$ cat config.mk
export PLATFORM = sky130hd
export DESIGN_NAME = fetch_stage
export DESIGN_NICKNAME = d
export VERILOG_FILES = /design/src/rtl/fetch_stage.sv
export SDC_FILE = /design/constraint.sdc
export NUM_CORES = 1
export LEC_CHECK = 0
export ABC_AREA = 1
export BUFFER_PORTS_ARGS = -buffer_cell sky130_fd_sc_hd__buf_2
export CORE_UTILIZATION = 40
export CTS_BUF_LIST = sky130_fd_sc_hd__clkbuf_8 sky130_fd_sc_hd__clkbuf_16
export CTS_CLUSTER_DIAMETER = 150
export DETAILED_ROUTE_END_ITERATION = 16
export PLACE_DENSITY = 0.65
export SYNTH_ARGS = -nofsm -noshare
export SYNTH_HDL_FRONTEND = slang
export SYNTH_SLANG_ARGS = --single-unit
$ cat constraint.sdc
create_clock -name clk -period 1.9 [get_ports clk]
set_clock_uncertainty 0.05 [all_clocks]
set_input_delay 0.19 -clock clk [delete_from_list [all_inputs] [get_ports clk]]
set_output_delay 0.19 -clock clk [all_outputs]
set_load 0.05 [all_outputs]
$ cat src/rtl/fetch_stage.sv
// fetch_stage
// -----------
// Instruction-fetch stage sitting directly in front of the decoder.
// Holds the program counter, issues one sequential word read per cycle to a
// synchronous instruction memory with a fixed one-cycle read latency, and
// presents the fetched word through an IF/ID output register.
// A one-entry skid buffer absorbs the single response that can still be in
// flight when decode stalls. A redirect from execute flushes everything and
// restarts fetch at the new target.
//
// Ports:
//   clk          single clock, all state updates on the rising edge
//   rst          synchronous active-high reset, overrides everything
//   imem_req     read request this cycle (memory always accepts)
//   imem_addr    word-aligned read address, always equal to the PC register
//   imem_rdata   read data, valid exactly one cycle after an accepted request
//   stall        decode cannot accept, hold the output register
//   redirect_en  flush the pipeline and restart fetch at redirect_pc
//   redirect_pc  new fetch target, low two bits are ignored
//   instr        registered instruction to the decoder (NOP_INSTR when invalid)
//   instr_pc     address of instr
//   instr_valid  instr/instr_pc hold a live instruction

module fetch_stage #(
    parameter logic [31:0] RESET_PC  = 32'h0000_0000,
    parameter logic [31:0] NOP_INSTR = 32'h0000_0013
) (
    input  logic        clk,
    input  logic        rst,
    output logic        imem_req,
    output logic [31:0] imem_addr,
    input  logic [31:0] imem_rdata,
    input  logic        stall,
    input  logic        redirect_en,
    input  logic [31:0] redirect_pc,
    output logic [31:0] instr,
    output logic [31:0] instr_pc,
    output logic        instr_valid
);

    logic [31:0] pc_q;

    logic        inflight_q;
    logic [31:0] inflight_pc_q;

    logic        skid_valid_q;
    logic [31:0] skid_instr_q;
    logic [31:0] skid_pc_q;

    logic        out_valid_q;
    logic [31:0] out_instr_q;
    logic [31:0] out_pc_q;

    logic        adv;
    logic [31:0] redirect_target;

    // Control decode for the whole stage.
    // The output register may advance unless it holds a live instruction that
    // decode is refusing. A new request is withheld whenever the skid is
    // occupied, or when a response is already in flight into a stalled,
    // occupied output register: that response is about to fill the skid, so
    // a second one would have nowhere to go. This is what keeps the one-entry
    // skid from ever overflowing.
    always_comb begin
        adv             = 1'b1;
        imem_req        = 1'b0;
        redirect_target = 32'h0000_0000;

        adv             = !(out_valid_q && stall);
        imem_req        = !rst && !redirect_en && !skid_valid_q
                          && !(inflight_q && out_valid_q && stall);
        redirect_target = redirect_pc & ~32'h0000_0003;
    end

    // Program counter.
    // Advances by one word for every issued request and wraps naturally at
    // the top of the 32-bit address space. A redirect loads the word-aligned
    // target; in that cycle no request goes out, so the first read at the new
    // target is issued on the following cycle.
    always_ff @(posedge clk) begin
        if (rst) begin
            pc_q <= RESET_PC;
        end else if (redirect_en) begin
            pc_q <= redirect_target;
        end else if (imem_req) begin
            pc_q <= pc_q + 32'd4;
        end
    end

    // In-flight tracker.
    // Remembers that the memory will return data next cycle and which address
    // that data belongs to. Because no request is issued during reset or a
    // redirect, this also discards the response of any request made before a
    // flush: the returning word arrives with inflight_q already cleared and is
    // simply ignored.
    always_ff @(posedge clk) begin
        if (rst) begin
            inflight_q    <= 1'b0;
            inflight_pc_q <= 32'h0000_0000;
        end else begin
            inflight_q <= imem_req;
            if (imem_req) begin
                inflight_pc_q <= pc_q;
            end
        end
    end

    // Skid buffer.
    // Catches the response that lands while the output register is held by a
    // stall. Once the output register can advance again the skid entry is the
    // oldest instruction, so it drains first and the entry is freed. While the
    // skid is full no request is issued, so a response can never coincide with
    // a skid drain.
    always_ff @(posedge clk) begin
        if (rst) begin
            skid_valid_q <= 1'b0;
            skid_instr_q <= 32'h0000_0000;
            skid_pc_q    <= 32'h0000_0000;
        end else if (redirect_en) begin
            skid_valid_q <= 1'b0;
        end else if (adv) begin
            skid_valid_q <= 1'b0;
        end else if (inflight_q) begin
            skid_valid_q <= 1'b1;
            skid_instr_q <= imem_rdata;
            skid_pc_q    <= inflight_pc_q;
        end
    end

    // IF/ID output register.
    // On advance it takes, in strict age order, the skid entry, else the
    // memory response, else goes empty and parks the NOP encoding on instr so
    // the decoder never sees stale data. An empty register always advances,
    // which is why a stall while nothing is valid has no effect. A redirect
    // kills the current instruction even if decode is stalling, since that
    // instruction belongs to the abandoned stream.
    always_ff @(posedge clk) begin
        if (rst) begin
            out_valid_q <= 1'b0;
            out_instr_q <= NOP_INSTR;
            out_pc_q    <= 32'h0000_0000;
        end else if (redirect_en) begin
            out_valid_q <= 1'b0;
            out_instr_q <= NOP_INSTR;
        end else if (adv) begin
            if (skid_valid_q) begin
                out_valid_q <= 1'b1;
                out_instr_q <= skid_instr_q;
                out_pc_q    <= skid_pc_q;
            end else if (inflight_q) begin
                out_valid_q <= 1'b1;
                out_instr_q <= imem_rdata;
                out_pc_q    <= inflight_pc_q;
            end else begin
                out_valid_q <= 1'b0;
                out_instr_q <= NOP_INSTR;
            end
        end
    end

    // Output drive.
    // The memory address is the PC register itself; the decoder-facing
    // signals come straight from the output register.
    always_comb begin
        imem_addr   = pc_q;
        instr       = out_instr_q;
        instr_pc    = out_pc_q;
        instr_valid = out_valid_q;
    end

endmodule

==> metrics.md <==
| Metric | Value |
|---|---|
| Final core area utilization | `0.519` |
| Syn-to-layout area delta | `26.1%` |
| Count of pins on the block boundary | `about 170` |
| Placement Cell Area | `9180 um^2` |
| Total power consumption of the routed design | `around 0.0087 W` |
| First-pass GRT wire length | `between 30 and 40 mm` |
| Run status | `complete, no violations` |
| Source-to-sink clock delay at the later pin of the worst-skew pair | `0.43 ns` |
| Pin count of the biggest net entering global routing | `70` |
| Number of antenna-violating nets in the routed design | `0` |
| Vias | `between 7k and 8k` |
| Avg Cell Area, Syn | `~7 um^2` |
| DRT iter0 DRCs | `627` |
| Wirelength per Cell | `around 14 um` |
| Synth Instances | `approximately 1.1k` |
| Core Area | `about 20000 um^2` |
| Sequential-to-total area share from yosys stat | `0.465` |
| Number of clock buffers inserted by TritonCTS | `17` |
| Clock tree from TritonCTS | `yes` |
| Number of optimization iterations in the first detailed-route pass | `5` |
| Synthesized cell area | `8050 um^2` |
| Most frequently used flop master after synthesis | `sky130_fd_sc_hd__dfxtp_1` |
| Number of enable flip-flop cells after synthesis | `0` |
| Weighted congestion at the end of routability-driven global placement | `0.877` |
| Time the worst path needs with I/O delays and setup | `between 1.5 and 2 ns` |
| Worst vdd ir | `between 0.6 and 0.7 mV` |
| CP Capture Type | `output pin` |
| RSZ-0062 raised after global routing | `false` |
| Slew margin rel. | `0.658` |
| Final design instance area without fill | `roughly 10000 um^2` |
| Vias in the first global route | `roughly 7.0k` |
| Worst path cell trace | `nand3_2 > nand3_4 > inv_1 > buf_6 > buf_6` |
| Full die area | `20700 um^2` |
| Synth async-reset ratio | `0` |
| Clk buf depth | `2` |
| Number of antenna violations at the first check in global routing | `1` |
| Number of stages on the worst hold path | `5` |
| Total instance count after detailed placement | `roughly 1.5k` |
| Initial Utilization | `0.411` |
| Final number of hold-violating endpoints | `0` |
| Combined global-route utilization of all metal layers | `0.217` |
| Worst EP required | `about 1.7 ns` |
| Input/output buffers | `~160` |
| Kind of launch point of the worst setup path | `flip-flop` |
| Worst setup path class | `flip-flop to output pin` |
| Fraction of layout cells with a size suffix above 1 | `0.189` |
| Slew of the pin with the lowest slew margin | `0.512 ns` |
| CTS H-tree depth | `4` |
| DRC violations left | `0` |
| Hold Crit Class | `input pin to flip-flop` |
| Highest clock rate | `between 0.5 and 0.6 GHz` |
| Final number of setup-violating endpoints | `0` |
| Yosys warns | `0` |
| Post CTS Setup Buffer Count | `0` |
| Clock transition time at the flip-flop clock pins of the worst setup and hold paths | `about 0.070 ns` |
| Post-route fraction of the period consumed by the critical path | `0.940` |
| Half-perimeter wire length after placement | `around 15 mm` |
| Largest delay contributor family on the critical path | `buffers and inverters` |
| P per Cell Area | `roughly 860 nW/um^2` |
| Grt ovf | `0` |
| Cell type with the largest total area after synthesis | `sky130_fd_sc_hd__dfxtp_1` |
| #FFs+latches synth | `187` |
| Total Wirelength | `about 22 mm` |
| Cell type of the slowest stage on the worst timing path | `sky130_fd_sc_hd__dfxtp_1` |
| Clk root buf | `sky130_fd_sc_hd__clkbuf_16` |
| Die extent in y | `between 100 and 150 um` |
| Cell repeated most along the worst path | `sky130_fd_sc_hd__buf_6` |
| Netlist cell types | `34` |
| Sum of buffers and inverters on the critical path | `3` |
| Fin nets | `about 1.4k` |
| Max-cap check violation count | `0` |
| R2R depth | `10` |
| Die W | `about 140 um` |
| Critical path peak fanout | `13` |
| Final total negative setup slack | `0 ns` |
| Worst endpoint data arrival time | `between 1.5 and 2 ns` |
| Top area cells in the synthesized netlist | `sky130_fd_sc_hd__dfxtp_1, sky130_fd_sc_hd__nand2_1, sky130_fd_sc_hd__o21ai_0, sky130_fd_sc_hd__nor2_1, sky130_fd_sc_hd__a31oi_1` |
| Synth top area share | `0.465` |
| Standby leakage power | `4.39 nW` |
| Number of cells on the critical path | `5` |
| Std-Cell Rows | `51` |
| Max-slew violation count | `0` |
| Vias per inst | `approximately 4.9` |
| Biggest cell delay along the critical path | `around 0.33 ns` |
| CTS sink cnt | `~190` |
| Final cell count without fillers | `1588` |
-- sequential cells by signal, summed over array words and instances (netlist names) --
name	flops
inflight_pc_q	30
inflight_q	1
skid_instr_q	32
instr_pc	30
instr	32
instr_valid	1
skid_valid_q	1
skid_pc_q	30
imem_addr	30
-- layout make-up --
cell class                 count  area, um^2
multi-input combinational    768        3600
timing repair buffer         231        1520
sequential                   187        3750
clock buffer                  17         425
inverter                     104         390
clock inverter                15         143
tap                          265         332
fill                        1889        9430
antenna                        1        2.50
-- cells in the mapped netlist (4+ instances only) --
cell type	instances
sky130_fd_sc_hd__a211oi_1	14
sky130_fd_sc_hd__nor2_2	12
sky130_fd_sc_hd__nor2_1	124
sky130_fd_sc_hd__o21ai_0	151
sky130_fd_sc_hd__a21oi_1	54
sky130_fd_sc_hd__clkbuf_1	54
sky130_fd_sc_hd__buf_4	4
sky130_fd_sc_hd__nand4_1	5
sky130_fd_sc_hd__nand3b_1	4
sky130_fd_sc_hd__a31oi_1	64
sky130_fd_sc_hd__dfxtp_1	187
sky130_fd_sc_hd__nand3_1	57
sky130_fd_sc_hd__buf_6	4
sky130_fd_sc_hd__buf_2	15
sky130_fd_sc_hd__nand2_1	258
sky130_fd_sc_hd__inv_1	102
-- cells by family (layout without fill, tap and decap cells) --
kind of cell             count (synthesis)  after routing  synth area share
AO/OA/AOI/OAI                          291            291             0.198
XOR/XNOR                                 3              3           0.00326
adder cells (fa/ha/maj)                  1              1           0.00155
buffers and inverters                  182            367            0.0927
flip-flops                             187            187             0.465
other                                    1              5          0.000466
AND/OR/NAND/NOR                        469            469             0.239
-- path summary, 6_finish.rpt --
path | from | endpoint | slack (ns)
worst max-delay path | inflight_q | imem_req | 0.11
worst min-delay path | redirect_pc[17] | imem_addr[17] | 0.02
worst max register to register | imem_addr[3] | imem_addr[26] | 0.16
worst min register to register | skid_pc_q[31] | instr_pc[31] | 0.42
-- worst reg2reg max path, delay by kind of cell, from the launching register on --
kind	cells	cell delay, ns
adders and majority gates	1	0.17
and+or+nand+nor	8	1.01
buffers and inverters	1	0.04
DFF	1	0.38
-- layer usage --
metal | GRT usage | vias up | share of wire
li1 | - | 4069 | -
met1 | 0.304 | 3471 | 0.49
met2 | 0.331 | 248 | 0.44
met3 | 0.0470 | 20 | 0.066
met4 | 0.0649 | 2 | 0.011
met5 | 0 | - | 0.00082
-- power breakdown --
part | switching (W) | total (W) | leakage (nW) | internal, W
logic | 0.000769 | 0.00113 | 2.59 | 0.000356
registers | 0.000112 | 0.00417 | 1.52 | 0.00406
clock network | 0.00160 | 0.00343 | 0.274 | 0.00183
total | 0.00248 | 0.00872 | 4.39 | 0.00624
-- metrics by stage --
step | setup WS, ns | hold slack [ns]
2_1_floorplan | 0.0836 | 0.275
3_3_place_gp | 0.229 | 0.384
3_5_place_dp | 0.196 | 0.390
4_1_cts | 0.0200 | 0.00858
5_1_grt | 0.0102 | 0.0425
6_report | 0.115 | 0.0235
-- cells in the final DEF, fill, tap and decap left out, drive strengths merged, types with 4 or more instances in the layout --
master       instances
nand2              259
buf                192
dfxtp              187
o21ai              152
nor2               139
inv                108
a31oi               64
nand3               58
a21oi               54
dlygate4sd3         39
clkbuf              17
a211oi              14
clkinv               7
nand4                5
nand3b               4
conb                 4
-- timing repair --
action / CTS / global route
cloned: 0 / 0
resized for setup: 3 / 2
hold endpoints to repair: 70 / 0
pin swaps: 0 / 0
hold buffers: 39 / 0
endpoints found under the setup margin: 1 / 1
(Power assumes the default switching activity.)
